File: config.mk
export PLATFORM = sky130hd
export DESIGN_NAME = awg_dac_spi
export DESIGN_NICKNAME = d
export VERILOG_FILES = /design/src/rtl/awg_pkg.sv /design/src/rtl/awg_spi_tick.sv /design/src/rtl/awg_dac_spi.sv
export SDC_FILE = /design/constraint.sdc
export NUM_CORES = 1
export LEC_CHECK = 0
export CORE_MARGIN = 3
export CORE_UTILIZATION = 39
export CTS_BUF_LIST = sky130_fd_sc_hd__clkbuf_2
export DETAILED_ROUTE_END_ITERATION = 16
export HOLD_SLACK_MARGIN = 0.05
export MAX_ROUTING_LAYER = met4
export REMOVE_ABC_BUFFERS = 1
export SLEW_MARGIN = 15
export SYNTH_ARGS = -nofsm -noshare
export SYNTH_HDL_FRONTEND = slang
export SYNTH_HIERARCHICAL = 1
export SYNTH_SLANG_ARGS = --single-unit
export TNS_END_PERCENT = 100
File: constraint.sdc
create_clock -name clk -period 4.4 [get_ports clk]
set_input_delay 0.44 -clock clk [delete_from_list [all_inputs] [get_ports clk]]
set_output_delay 0.44 -clock clk [all_outputs]
set_load 0.02 [all_outputs]
File: src/rtl/awg_pkg.sv
// Shared types and constants for the AWG DAC serialiser.
package awg_pkg;

  localparam int         DAC_FRAME_BITS  = 16;
  localparam int         DAC_SAMPLE_BITS = 10;
  localparam logic [3:0] DAC_CMD_NIBBLE  = 4'b0011;

  typedef enum logic [2:0] {
    IDLE,
    SETUP,
    SHIFT,
    CSHI,
    LDAC
  } dac_state_t;

  // Channel A, unbuffered, gain 1x, active; two trailing don't-care bits.
  function automatic logic [DAC_FRAME_BITS-1:0] dac_frame(
    input logic [DAC_SAMPLE_BITS-1:0] sample
  );
    return {DAC_CMD_NIBBLE, sample, 2'b00};
  endfunction

endpackage

File: src/rtl/awg_spi_tick.sv
// CLK_DIV phase counter: restarts on i_clear and ticks for one cycle every CLK_DIV cycles.
module awg_spi_tick #(
  parameter int CLK_DIV = 2
) (
  input  logic clk,
  input  logic rst,
  input  logic i_clear,
  output logic o_tick
);

  localparam logic [7:0] LP_TC = 8'(CLK_DIV - 1);

  logic [7:0] r_cnt;

  assign o_tick = (r_cnt == LP_TC);

  always_ff @(posedge clk) begin
    if (rst || i_clear || o_tick) begin
      r_cnt <= 8'd0;
    end else begin
      r_cnt <= r_cnt + 8'd1;
    end
  end

endmodule

File: src/rtl/awg_dac_spi.sv
// SPI mode-0 serialiser for a 10-bit MCP4911-class DAC; one 16-bit frame per accepted sample.
// Define AWG_DAC_LDAC_EN to add a post-frame LDAC strobe; otherwise dac_ldac_n is tied low.
//
// state | meaning
// IDLE  | waiting for sample_valid, sample_ready high
// SETUP | CS low, first data bit presented before the first SCLK edge
// SHIFT | 16 bit periods, SCLK high phase then low phase
// CSHI  | CS high, minimum deselect time
// LDAC  | LDAC strobe low (only with AWG_DAC_LDAC_EN)
module awg_dac_spi
  import awg_pkg::*;
#(
  parameter int CLK_DIV = 2
) (
  input  logic                       clk,
  input  logic                       rst,
  input  logic [DAC_SAMPLE_BITS-1:0] sample_in,
  input  logic                       sample_valid,
  output logic                       sample_ready,
  output logic                       dac_cs_n,
  output logic                       dac_sclk,
  output logic                       dac_mosi,
  output logic                       dac_ldac_n,
  output logic                       busy,
  output logic                       frame_done
);

  dac_state_t r_state;
  dac_state_t w_state_nxt;

  logic [DAC_FRAME_BITS-1:0] r_shreg;
  logic [3:0]                r_bit;
  logic                      r_phase;   // 0: SCLK high phase, 1: SCLK low phase
  logic                      w_tick;
  logic                      w_clear;
  logic                      w_accept;
  logic                      w_in_frame;

  logic r_ready;
  logic r_cs_n;
  logic r_sclk;
  logic r_mosi;
  logic r_busy;
  logic r_done;

  assign w_accept   = sample_valid && r_ready;
  assign w_clear    = (w_state_nxt != r_state);
  assign w_in_frame = (r_state == SETUP) || (r_state == SHIFT);

  awg_spi_tick #(
    .CLK_DIV (CLK_DIV)
  ) u_tick (
    .clk     (clk),
    .rst     (rst),
    .i_clear (w_clear),
    .o_tick  (w_tick)
  );

  always_comb begin
    w_state_nxt = r_state;
    case (r_state)
      IDLE:  if (w_accept) w_state_nxt = SETUP;
      SETUP: if (w_tick) w_state_nxt = SHIFT;
      SHIFT: if (w_tick && r_phase && (r_bit == 4'd15)) w_state_nxt = CSHI;
`ifdef AWG_DAC_LDAC_EN
      CSHI:  if (w_tick) w_state_nxt = LDAC;
`else
      CSHI:  if (w_tick) w_state_nxt = IDLE;
`endif
      LDAC:  if (w_tick) w_state_nxt = IDLE;
      default: w_state_nxt = IDLE;
    endcase
  end

  always_ff @(posedge clk) begin
    if (rst) begin
      r_state <= IDLE;
      r_shreg <= '0;
      r_bit   <= 4'd0;
      r_phase <= 1'b0;
    end else begin
      r_state <= w_state_nxt;
      if (w_accept) begin
        r_shreg <= dac_frame(sample_in);
        r_bit   <= 4'd0;
        r_phase <= 1'b0;
      end else if ((r_state == SHIFT) && w_tick) begin
        if (!r_phase) begin
          r_phase <= 1'b1;
          // The last bit is held through the CS hold phase.
          if (r_bit != 4'd15) r_shreg <= {r_shreg[DAC_FRAME_BITS-2:0], 1'b0};
        end else begin
          r_phase <= 1'b0;
          r_bit   <= r_bit + 4'd1;
        end
      end
    end
  end

  // Pin outputs are registered copies of the current state, so the pins lag the FSM by one cycle.
  always_ff @(posedge clk) begin
    if (rst) begin
      r_ready <= 1'b0;
      r_cs_n  <= 1'b1;
      r_sclk  <= 1'b0;
      r_mosi  <= 1'b0;
      r_busy  <= 1'b0;
      r_done  <= 1'b0;
    end else begin
      r_ready <= (w_state_nxt == IDLE);
      r_cs_n  <= !w_in_frame;
      r_sclk  <= (r_state == SHIFT) && !r_phase;
      r_mosi  <= w_in_frame ? r_shreg[DAC_FRAME_BITS-1] : 1'b0;
      r_busy  <= (r_state != IDLE);
      r_done  <= r_busy && (r_state == IDLE);
    end
  end

`ifdef AWG_DAC_LDAC_EN
  logic r_ldac_n;

  always_ff @(posedge clk) begin
    if (rst) begin
      r_ldac_n <= 1'b1;
    end else begin
      r_ldac_n <= (r_state != LDAC);
    end
  end

  assign dac_ldac_n = r_ldac_n;
`else
  assign dac_ldac_n = 1'b0;
`endif

  assign sample_ready = r_ready;
  assign dac_cs_n     = r_cs_n;
  assign dac_sclk     = r_sclk;
  assign dac_mosi     = r_mosi;
  assign busy         = r_busy;
  assign frame_done   = r_done;

endmodule

Yosys cells after proc, flatten, opt, wreduce, memory -nomap -nowiden
Index checks and enable logic that the tools add are counted.
Widths: inputs -> output; s select.
Word-level totals
  output and inout bits: 7
  flip-flop bits (word level): 36
  word-level logic and storage cells: 57
  input bits: 13
Cells by class
  bitwise gates (word level): 2
  equal/unequal tests: 9
  add/sub/neg operators: 2
  reduce and logical (&&, ||, !) cells: 22
  mux-type cells: 10
Operators by type and width (count)
  $mux 14: 4
  $mux 3: 4
  $pmux 3 s4: 1
  $add 8x1->8 const B: 1
  $eq 8x1->1 const B: 1
  $eq 3x2->1 const B: 2
  $logic_and 1x1->1: 6
  $logic_not 3->1: 2
  $reduce_and 3->1: 2
  $reduce_or 2->1: 3
  $add 4x1->4 const B: 1
  $eq 4x4->1 const B: 1
  $ne 4x4->1 const B: 1
  $reduce_bool 2->1: 2
  $eq 3x1->1 const B: 1
  $eq 3x3->1 const B: 1
  $logic_or 1x1->1: 3
  $ne 3x3->1: 1
  $reduce_bool 3->1: 1
  $logic_not 1->1: 2
  $ne 2x1->1 const B: 1
  $not 1->1: 2
  $reduce_and 2->1: 1
  $mux 1: 1

Logic depth before layout (Yosys ltp)
Gate-level depths: netlist (run 1).
  depth in word-level cells: 8
  depth in mapped cells: 10
  mapped depth without buffers: 10

Modules after synthesis
Netlist (run 1), hierarchy kept.
By module, submodules not included
  awg_dac_spi: instances 1, cells an instance 149, area an instance 1362.6 µm², seq. area each 560.5 µm²
  awg_spi_tick: instances 1, cells an instance 39, area an instance 369.1 µm², seq. area each 160.2 µm²

Least setup slack after synthesis (run 1)
Ideal clock, no wire load.
  path kind: register -> register
  start: register u_tick.r_cnt[0]
  end: register u_tick.r_cnt[2]
  slack: 1558 ps
  library setup time: 132 ps
  required time: 4268 ps
  clock period less this slack: 2842 ps
  arrival time: 2710 ps
  path buffers: 0
  cell stages (with the launch flop): 10
  cell sequence: dfxtp_1 -> ha_1 -> or4b_4 -> nor4_1 -> and4bb_4 -> nand3_1 -> a31oi_1 -> nor2_1 -> o41ai_4 -> nor2_1
On the way
  word-level cells in the longest chain between the ends: 8
  elaborated cells between the ends (all ways): 11
  those cells by class: 1 x add/sub; 2 x eq/ne; 4 x mux; 4 x reduce/logical
RTL lines
  start: declaration: RTL line awg_spi_tick.sv:13  | logic [7:0] r_cnt;
  start signal: assignment: RTL line awg_spi_tick.sv:21  | r_cnt <= r_cnt + 8'd1;
  $eq 8x1->1 *: RTL line awg_spi_tick.sv:15  | assign o_tick = (r_cnt == LP_TC);
  net w_tick: RTL line awg_dac_spi.sv:34  | logic w_tick;
  $logic_and 1x1->1 (2 in series): RTL line awg_dac_spi.sv:64  | SHIFT: if (w_tick && r_phase && (r_bit == 4'd15)) w_state_nxt = CSHI;
  $mux 3: RTL line awg_dac_spi.sv:64
  $pmux 3 s4 *: RTL line awg_dac_spi.sv:61  | case (r_state)
  $ne 3x3->1 *: RTL line awg_dac_spi.sv:47  | assign w_clear = (w_state_nxt != r_state);
  net w_clear: RTL line awg_dac_spi.sv:35  | logic w_clear;
  $logic_or 1x1->1 * (2 in series): RTL line awg_spi_tick.sv:18  | if (rst || i_clear || o_tick) begin
Mark *: on every way through the listed nets, which the timed path passes. The rest lies on a longest branch.
A chain may end at the register's enable or synchronous reset.

Worst setup path after layout (run 1)
  start: register u_tick.r_cnt[0]
  end: register u_tick.r_cnt[4]
Same word-level chain as after synthesis.

==> summary.md, run 1 <==
| Metric | Value |
|---|---|
| Status | complete, no violations |
| VDD IR max | between 0.0001 and 0.00015 V |
| Pin count of the biggest net entering global routing | 24 |
| Placement row count | 23 |
| Final hold vios | 0 |
| Leak pwr | 0.632 nW |
| Num ports | 20 |
| CTS Root Cell | clkbuf_2 |
| CP max stage cell | or4b_4 |
| Full die area | 5280 sq um |
| Final period utilization | between 60% and 70% |
| All-Layer GR Usage | between 15 and 20% |
| R2r worst-path depth | 10 |
| Syn. warnings | 6 |
| WL final | roughly 3.7 mm |
| Yosys top cell area share | between 40% and 50% |
| Post-route DRC | 0 |
| RSZ-0062 raised after global routing | false |
| Core Footprint | 4140 sq um |
| Setup CP Type | reg -> reg |
| CP peak stage delay | between 400 and 500 ps |
| Synth Area per Inst | about 9 sq um |
| Peak Freq | 360 MHz |
| Die W | 72.6 um |
| Synth Register Bits | 36 |
| Slew @ Worst Pin | roughly 800 ps |
| CP arrival | about 3000 ps |
| Hold path start | busy$_SDFF_PP0_ |
| Initial core utilization | a little over two fifths |
| Syn Inst Count | roughly 190 |
| Yosys cell types | 41 |
| Setup tns final | 0 ps |
| Hold Path Class | reg -> reg |
| Worst Clk Skew | between 20 and 30 ps |
| Post-route ant nets | 0 |
| Total grt overflow | 0 |
| Layout area overhead | 10.4% |
| DR pass1 iterations | 4 |
| Hold Path Depth | 2 |
| Number of vias per cell | a little under 6 |
| Slew Viols, Final | 0 |
| MaxCap Viol Count | 0 |
| Share of cells above drive strength 1 | 7.07% |
| Sequential area share after synthesis | approximately two fifths |
| Post-cts resize count | 0 |
| Startpoint types | register |
| Postcts setup bufs | 0 |
| Power per cell area | approximately 350 nW/um^2 |
| First-pass GRT wire length | about 6.3 mm |
| Max clock buf depth | 2 |
| Post-layout util | approximately 46% |
| CTS Buf Count | 5 |
| Layout Nets | between 200 and 250 |
| Synth area leaders | dfxtp_1 (42%), o31ai_1 (6.1%), a311oi_1 (4.6%) |
| Worst slew margin | a little under half |
| Crit path max-delay family | simple AND/OR/NAND/NOR gates |
| Most frequent CP cell | nor2_1 |
| CTS Hold Bufs | 0 |
| Minimum clock period | ~2800 ps |
| Flop-to-flop setup slack | between 1500 and 2000 ps |
| Initial antenna violation count | 0 |
| Worst EP required | roughly 4700 ps |
| Wire length per cell | around 15 um |
| Gpl congestion | between 0.8 and 0.9 |
| Synth async-reset ratio | 0% |
| Post-synth EDFFs | 0 |
| IO Port Bufs | 18 |
| Via count | 1452 |
| Crit Path Max Fanout | 14 |
| # clock sinks | 36 |
| Dominant cell type by area after synthesis | dfxtp_1 |
| Synthesized area | approximately 1700 sq um |
| Worst setup EP type | register |
| Vias in the first global route | approximately 1.4k |
| CP bufs+invs | 1 |
| R2r startpoint | u_tick/r_cnt[0]$_SDFF_PP0_ |
| Clock latency on the worst-skew pair | ~400 ps |
| H-tree Lvls | 2 |
| Die H | 72.6 um |
| Worst hold endpoint | frame_done$_SDFF_PP0_ |
| Top_reg_cell synth | dfxtp_1 |
| Initial DRC Count | between 90 and 100 |
| Ant. Diodes | 0 |
| Clk slew on worst S/H paths | 190 ps |
| DP HPWL | 2.49 mm |
| CTS tree | built |
| Crit-path cells | ha_1 -> or4b_4 -> nor4_1 -> buf_4 -> and4bb_4 -> nand3_1 -> a31oi_1 -> nor2_1 -> o41ai_4 -> nor2_1 |
| Setup Viol. Count Final | 0 |
| RR Endpoint | u_tick/r_cnt[4]$_SDFF_PP0_ |
worst register-to-register path, cell delays in order, from the launching register on:
cell and delay, ps:
dfxtp_1 460, ha_1 170, or4b_4 480, nor4_1 220
buf_4 210, and4bb_4 360, nand3_1 160, a31oi_1 250
nor2_1 130, o41ai_4 150, nor2_1 100
cell usage after synthesis (all sizes together), types with 2 or more instances:
master,instances
mux2i,3
nand2b,3
and3,2
and3b,2
o31ai,14
nand4bb,2
o21a,2
a21oi,11
nand2,10
buf,10
nand4,12
or3,4
clkbuf,7
nor3,6
o21ai,5
nor2,16
a311oi,9
ha,3
inv,4
a31oi,3
dfxtp,36
xor2,3
nand3,9
through the flow:
stage	instance area (sq um)	worst slack, ps	hold WS [ps]	power (mW)	std cells
finish	1910	1620	451	0.665	248
CTS	1910	1640	456	0.674	248
global route	1910	1420	481	0.707	248
floorplan	1620	1490	430	0.467	171
detailed placement	1870	1660	433	0.519	240
global placement	1870	1810	424	0.512	240
sequential cells by signal, indices dropped and copies added, names as in the netlist:
register      count
dac_mosi          1
busy              1
u_tick/r_cnt      8
sample_ready      1
dac_sclk          1
r_phase           1
r_shreg          14
frame_done        1
r_bit             4
dac_cs_n          1
r_state           3
kinds of logic (layout without fill, tap and decap cells):
family | count (synthesis) | count (layout) | synth area share [%]
compound gates | 48 | 48 | 20.2
xor+xnor | 4 | 4 | 2.02
fa+ha+maj | 3 | 3 | 2.17
buf+inv | 21 | 31 | 7.59
flops | 36 | 36 | 41.6
mux | 3 | 3 | 1.73
other cells | 1 | 1 | 0.217
simple gates | 72 | 72 | 24.5
worst max-delay path by stage:
stage                               start                         end  slack (ps)  cells past startpoint
2_1_floorplan  u_tick/r_cnt[0]$_SDFF_PP0_  u_tick/r_cnt[2]$_SDFF_PP0_        1490                      9
5_1_grt        u_tick/r_cnt[0]$_SDFF_PP0_  u_tick/r_cnt[4]$_SDFF_PP0_        1420                     10
3_3_place_gp   u_tick/r_cnt[0]$_SDFF_PP0_  u_tick/r_cnt[2]$_SDFF_PP0_        1810                     10
6_report       u_tick/r_cnt[0]$_SDFF_PP0_  u_tick/r_cnt[4]$_SDFF_PP0_        1620                     10
4_1_cts        u_tick/r_cnt[0]$_SDFF_PP0_  u_tick/r_cnt[4]$_SDFF_PP0_        1640                     10
3_5_place_dp   u_tick/r_cnt[0]$_SDFF_PP0_  u_tick/r_cnt[4]$_SDFF_PP0_        1660                     10
cells in the final DEF, fill, tap and decap left out, types with 5 or more instances in the layout:
master	count
a21oi_1	11
nor3_1	6
o31ai_1	14
nand4_1	12
nand3_1	9
a311oi_1	9
clkbuf_2	5
nand2_1	10
o21ai_0	5
dfxtp_1	36
nor2_1	16
clkdlybuf4s50_1	18
report_power, final:
part	switching (mW)	internal, mW
Combinational	0.0677	0.0642
Clock	0.116	0.0384
Sequential	0.0269	0.353
routing by layer:
layer | vias up | track usage (%) | part of all wire [%]
met5 | - | - | 0
met3 | 7 | 4.55 | 2.9
met4 | 0 | 5.53 | 1.5
met2 | 19 | 25.8 | 48
li1 | 720 | - | -
met1 | 706 | 17.8 | 47
final cells by class:
| type | instances | area [sq um] |
|---|---|---|
| tap | 50 | 62.6 |
| inverter | 4 | 17.5 |
| multi-input combinational | 131 | 880 |
| timing repair buffer | 19 | 188 |
| clock inverter | 3 | 18.8 |
| sequential | 36 | 721 |
| fill | 411 | 2230 |
| clock buffer | 5 | 25.0 |
Power figures use the tool's default switching activity.
==> run 2: changes to the inputs <==
- clock period: 4.4 -> 2.37 ns (I/O delays scaled with it)
==> run 2 against run 1 <==
Count of clock-buffer cells in the layout is 2 higher. Non-clock buffer count up 11. Combinational power is 130% higher. Die area did not move. Critical path type unchanged. Critical endpoint is now r_shreg[12]$_SDFFE_PP0P_.
==> summary.md, run 2 (synthesized netlist as in run 1, its figures left out) <==
| Metric | Value |
|---|---|
| Hold Path Class | in -> reg |
| Power Total | about 1.3 mW |
| Post-route DRC | 0 |
| Post-route ant nets | 0 |
| Core Footprint | around 4100 sq um |
| # clock sinks | 36 |
| Clk slew on worst S/H paths | 190 ps |
| DR pass1 iterations | 5 |
| Leak pwr | 0.694 nW |
| First-pass GRT wire length | 6.18 mm |
| Minimum clock period | between 2000 and 2500 ps |
| Number of vias per cell | 5.76 |
| RR Endpoint | r_shreg[12]$_SDFFE_PP0P_ |
| Via count | roughly 1.5k |
| Wire length per cell | 14.4 um |
| R2r worst-path depth | 9 |
| Hold path start | sample_in[8] |
| CP arrival | ~2500 ps |
| DP HPWL | between 2 and 3 mm |
| Initial core utilization | between 40% and 50% |
| VDD IR max | around 0.00033 V |
| Crit-path cells | inv_1 -> ha_1 -> or4b_4 -> nor4_4 -> buf_6 -> nand4bb_4 -> buf_4 -> o31ai_1 -> a31oi_1 |
| Placement row count | 23 |
| Worst slew margin | between 50% and 60% |
| MaxCap Viol Count | 0 |
| H-tree Lvls | 2 |
| IO Port Bufs | 18 |
| Flop-to-flop setup slack | ~130 ps |
| Worst Hold Slack | 428 ps |
| CTS Hold Bufs | 0 |
| CTS tree | built |
| CTS Buf Count | 5 |
| Final instance area | a little over 2000 sq um |
| Startpoint types | register |
| Worst hold endpoint | r_shreg[10]$_SDFFE_PP0P_ |
| Setup tns final | 0 ps |
| Initial antenna violation count | 0 |
| RSZ-0062 raised after global routing | true |
| Reg with most FFs | r_shreg |
| Largest registers | r_shreg x14, u_tick/r_cnt x8, r_bit x4 |
| Slew @ Worst Pin | around 700 ps |
| Ant. Diodes | 0 |
| Layout area overhead | 17.3% |
| Full die area | about 5300 sq um |
| CTS Root Cell | clkbuf_2 |
| R2r startpoint | u_tick/r_cnt[1]$_SDFF_PP0_ |
| Hold Path Depth | 3 |
| Final period utilization | 94.5% |
| Setup Viol. Count Final | 0 |
| Worst setup EP type | register |
| CP peak stage delay | a little under 500 ps |
| Placed Instance Area | ~1900 sq um |
| Crit Path Max Fanout | 9 |
| Final hold vios | 0 |
| Vias in the first global route | between 1k and 1.5k |
| Pin count of the biggest net entering global routing | 23 |
| Commonest non-fill, non-tap cell in the layout | dfxtp_1 |
| Power per cell area | about 640 nW/um^2 |
| Max clock buf depth | 2 |
| Die H | approximately 73 um |
| Total grt overflow | 0 |
| Slew Viols, Final | 0 |
| Layout fillers | ~410 |
| Peak Freq | 447 MHz |
| Gpl congestion | approximately 0.79 |
| CP max stage cell | or4b_4 |
| WL final | 3.73 mm |
| Worst EP required | between 2000 and 3000 ps |
| Die W | approximately 73 um |
| Setup CP Type | reg -> reg |
| Worst Clk Skew | 27.1 ps |
| Max FFs per register | 14 |
| All-Layer GR Usage | between 10% and 20% |
| Status | complete, no violations |
| Share of cells above drive strength 1 | approximately 14% |
| Commonest cells after routing, fill and taps aside | dfxtp_1 (34), clkdlybuf4s50_1 (18), nor2_1 (16) |
| Num ports | 20 |
| Layout Nets | ~220 |
| Clock latency on the worst-skew pair | 380 ps |
| Initial DRC Count | 100 |
run 2: changes by cell type in the layout (fill, tap and decap cells not counted), sizes merged:
cell	previous run	this run
buf	1	12
clkbuf	5	7
clkinv	3	1
run 2: repair_timing:
action                     4_1_cts  5_1_grt
setup buffers                    0        1
setup endpoints to repair        0       25
gates resized for setup          0        8
run 2: worst max path at each step:
stage	endpoint	start	slack, ps	cells past startpoint
detailed placement	u_tick/r_cnt[2]$_SDFF_PP0_	u_tick/r_cnt[1]$_SDFF_PP0_	40	10
floorplan	u_tick/r_cnt[2]$_SDFF_PP0_	u_tick/r_cnt[0]$_SDFF_PP0_	-540	9
CTS	r_shreg[7]$_SDFFE_PP0P_	u_tick/r_cnt[1]$_SDFF_PP0_	3	9
finish	r_shreg[12]$_SDFFE_PP0P_	u_tick/r_cnt[1]$_SDFF_PP0_	130	9
global placement	u_tick/r_cnt[4]$_SDFF_PP0_	u_tick/r_cnt[1]$_SDFF_PP0_	100	10
global route	r_shreg[9]$_SDFFE_PP0P_	u_tick/r_cnt[1]$_SDFF_PP0_	-20	9
run 2: cell type report:
cell class              count  area [sq um]  area share [%]
clock buffers               7          35.0            1.73
clock inverters             1          8.76           0.431
inverters                   4          17.5           0.863
multi-input cells         131           906            44.6
flip-flops and latches     36           723            35.6
well taps                  50          62.6            3.08
repair buffers             30           278            13.7
run 2: power breakdown:
part	leakage (nW)	internal (mW)	switching (mW)
Combinational	0.367	0.152	0.147
Clock	0.0332	0.0842	0.212
Sequential	0.294	0.656	0.0397
Total	0.694	0.893	0.399
run 2: per-layer routing:
layer	vias up	routed length [um]	global-route usage [%]
met5	-	0	-
met4	0	53	7.99
met3	8	110	4.13
met2	21	1810	23.2
met1	722	1760	18.4
li1	742	-	-
run 2: worst max-delay path, delay by kind of cell, from the launching register on:
kind,cells,cell delay [ps]
fa+ha+maj,1,110
buf+inv,3,430
simple gates,3,880
flops,1,360
compound gates,2,340
run 2: through the flow:
stage	cells	utilization, %	setup WS, ps
floorplan	171	-	-542
global placement	250	46.9	101
detailed placement	250	46.9	40.7
CTS	258	47.9	2.60
global route	259	49.0	-23.8
finish	259	49.0	131
==> run 3: changes to the inputs <==
- SETUP_SLACK_MARGIN: not set -> 0.2
- TNS_END_PERCENT: 100 -> 1
==> run 3 against run 2 <==
Non-clock buffer count is 3 higher. Hold slack better by 6.2 ps. Count of clock-buffer cells in the layout stayed put. Utilization is 3.0 points higher. First-iteration DRC count is 18% lower. Fmax is 0.96% lower. Register-to-register slack worse by 20 ps. Clock skew is 1.4 ps lower. Critical endpoint is now r_shreg[7]$_SDFFE_PP0P_. Largest power group unchanged. Highest routed layer unchanged.
==> summary.md, run 3 (synthesized netlist as in run 1, its figures left out) <==
| Metric | Value |
|---|---|
| Status | complete, no violations |
| Worst EP required | 2610 ps |
| Max clock buf depth | 2 |
| CTS Buf Count | 5 |
| Crit Path Max Fanout | 6 |
| CP arrival | ~2500 ps |
| RSZ-0062 raised after global routing | true |
| Commonest cells after routing, fill and taps aside | dfxtp_1 (34), clkdlybuf4s50_1 (18), nor2_1 (15) |
| Final hold vios | 0 |
| DR pass1 iterations | 4 |
| Power per cell area | 619 nW/um^2 |
| WL final | just under 4 mm |
| Slew @ Worst Pin | between 900 and 1000 ps |
| Leak pwr | slightly above 0.7 nW |
| Wire length per cell | roughly 15 um |
| Clk slew on worst S/H paths | between 150 and 200 ps |
| Pin count of the biggest net entering global routing | 23 |
| Number of vias per cell | ~5.7 |
| Initial core utilization | 41.8% |
| IO Port Bufs | 18 |
| Ant. Diodes | 0 |
| Largest registers | r_shreg x14, u_tick/r_cnt x8, r_bit x4 |
| Num ports | 20 |
| Total grt overflow | 0 |
| Placement row count | 23 |
| Top sig layer | met4 |
| Setup CP Type | reg -> reg |
| Met3 routed WL | 147 um |
| Slew Viols, Final | 0 |
| # clock sinks | 36 |
| Met2 wire len | approximately 2.0 mm |
| Final period utilization | a little over nine tenths |
| Commonest non-fill, non-tap cell in the layout | dfxtp_1 |
| Setup Viol. Count Final | 0 |
| Worst setup EP type | register |
| Worst Hold Slack | 434 ps |
| Die W | 72.6 um |
| Post-route ant nets | 0 |
| MaxCap Viol Count | 0 |
| Die H | about 73 um |
| Layout area overhead | 24.4% |
| Worst Clk Skew | approximately 26 ps |
| Max FFs per register | 14 |
| H-tree Lvls | 2 |
| Hold Path Class | in -> reg |
| Crit-path cells | inv_1 -> ha_1 -> or4b_4 -> nor4_4 -> buf_4 -> nand4bb_4 -> buf_6 -> o31ai_2 -> a311oi_1 |
| DRT met1 WL | 1.80 mm |
| Initial DRC Count | 82 |
| VDD IR max | roughly 0.00033 V |
| Worst slew margin | 38.5% |
| CP peak stage delay | 480 ps |
| Startpoint types | register |
| CTS Root Cell | clkbuf_2 |
| First-pass GRT wire length | 6.27 mm |
| Vias in the first global route | approximately 1.4k |
| Peak Freq | 442 MHz |
| All-Layer GR Usage | 15.5% |
| Gpl congestion | slightly below 0.8 |
| CTS tree | built |
| Post-layout util | between 50% and 60% |
| Core Footprint | about 4100 sq um |
| CTS Hold Bufs | 0 |
| Initial antenna violation count | 0 |
| Layout Nets | 228 |
| Reg with most FFs | r_shreg |
| Via count | 1508 |
| Clock latency on the worst-skew pair | about 370 ps |
| Full die area | 5280 sq um |
| Minimum clock period | roughly 2300 ps |
| DP HPWL | about 2.5 mm |
| Share of cells above drive strength 1 | approximately a fifth |
| CP max stage cell | or4b_4 |
| Post-route DRC | 0 |
==> run 3: critical path: cells and delay by family (launching register included) <==
kind / cells / cell delay [ps]
AO/OA/AOI/OAI: 2 / 310
AND/OR/NAND/NOR: 3 / 910
flip-flops: 1 / 360
buffers and inverters: 3 / 430
adder cells (fa/ha/maj): 1 / 110
==> run 3: per-stage QoR <==
| step | setup slack (ps) | power [mW] | instance area, sq um | setup TNS [ps] | std cells |
|---|---|---|---|---|---|
| after floorplan | -542 | 0.868 | 1620 | -9510 | 171 |
| after global placement | 101 | 0.975 | 1940 | 0 | 250 |
| after detailed placement | 40.7 | 0.980 | 1940 | 0 | 250 |
| after CTS | 98.2 | 1.29 | 2020 | 0 | 260 |
| after global routing | -30.1 | 1.42 | 2150 | -227 | 263 |
| final | 110 | 1.33 | 2150 | 0 | 263 |
==> run 3: worst paths after layout <==
kind                                   start                       end  slack (ps)  cells after the start
hold / removal                  sample_in[8]  r_shreg[10]$_SDFFE_PP0P_         430                      3
hold reg to reg              busy$_SDFF_PP0_     frame_done$_SDFF_PP0_         450                      2
setup / recovery  u_tick/r_cnt[1]$_SDFF_PP0_   r_shreg[7]$_SDFFE_PP0P_         110                      9
setup reg to reg  u_tick/r_cnt[1]$_SDFF_PP0_   r_shreg[7]$_SDFFE_PP0P_         110                      9
==> run 3: per-layer routing <==
| layer | vias up | GRT usage [%] |
|---|---|---|
| met1 | 720 | 18.9 |
| met3 | 4 | 4.13 |
| met4 | 0 | 8.20 |
| met5 | - | - |
| met2 | 32 | 23.3 |
| li1 | 752 | - |
==> run 3: area by class of cell <==
cell class / count / area (sq um)
timing repair buffer: 33 / 304
multi-input combinational: 132 / 1000
fill: 388 / 1990
sequential: 36 / 723
clock inverter: 1 / 8.76
tap: 50 / 62.6
clock buffer: 7 / 35.0
inverter: 4 / 17.5
==> run 3: where the power goes <==
group | switching [mW] | internal, mW | total (mW) | leakage [nW]
registers | 0.0448 | 0.656 | 0.701 | 0.294
clock network | 0.206 | 0.0842 | 0.290 | 0.0332
logic | 0.163 | 0.179 | 0.342 | 0.393
total | 0.414 | 0.920 | 1.33 | 0.720
==> run 3: repair_timing <==
action	CTS	global route
resized for setup	2	23
setup buffers	2	2
cloned	0	1
pin swaps	1	16
setup endpoints to repair	24	27
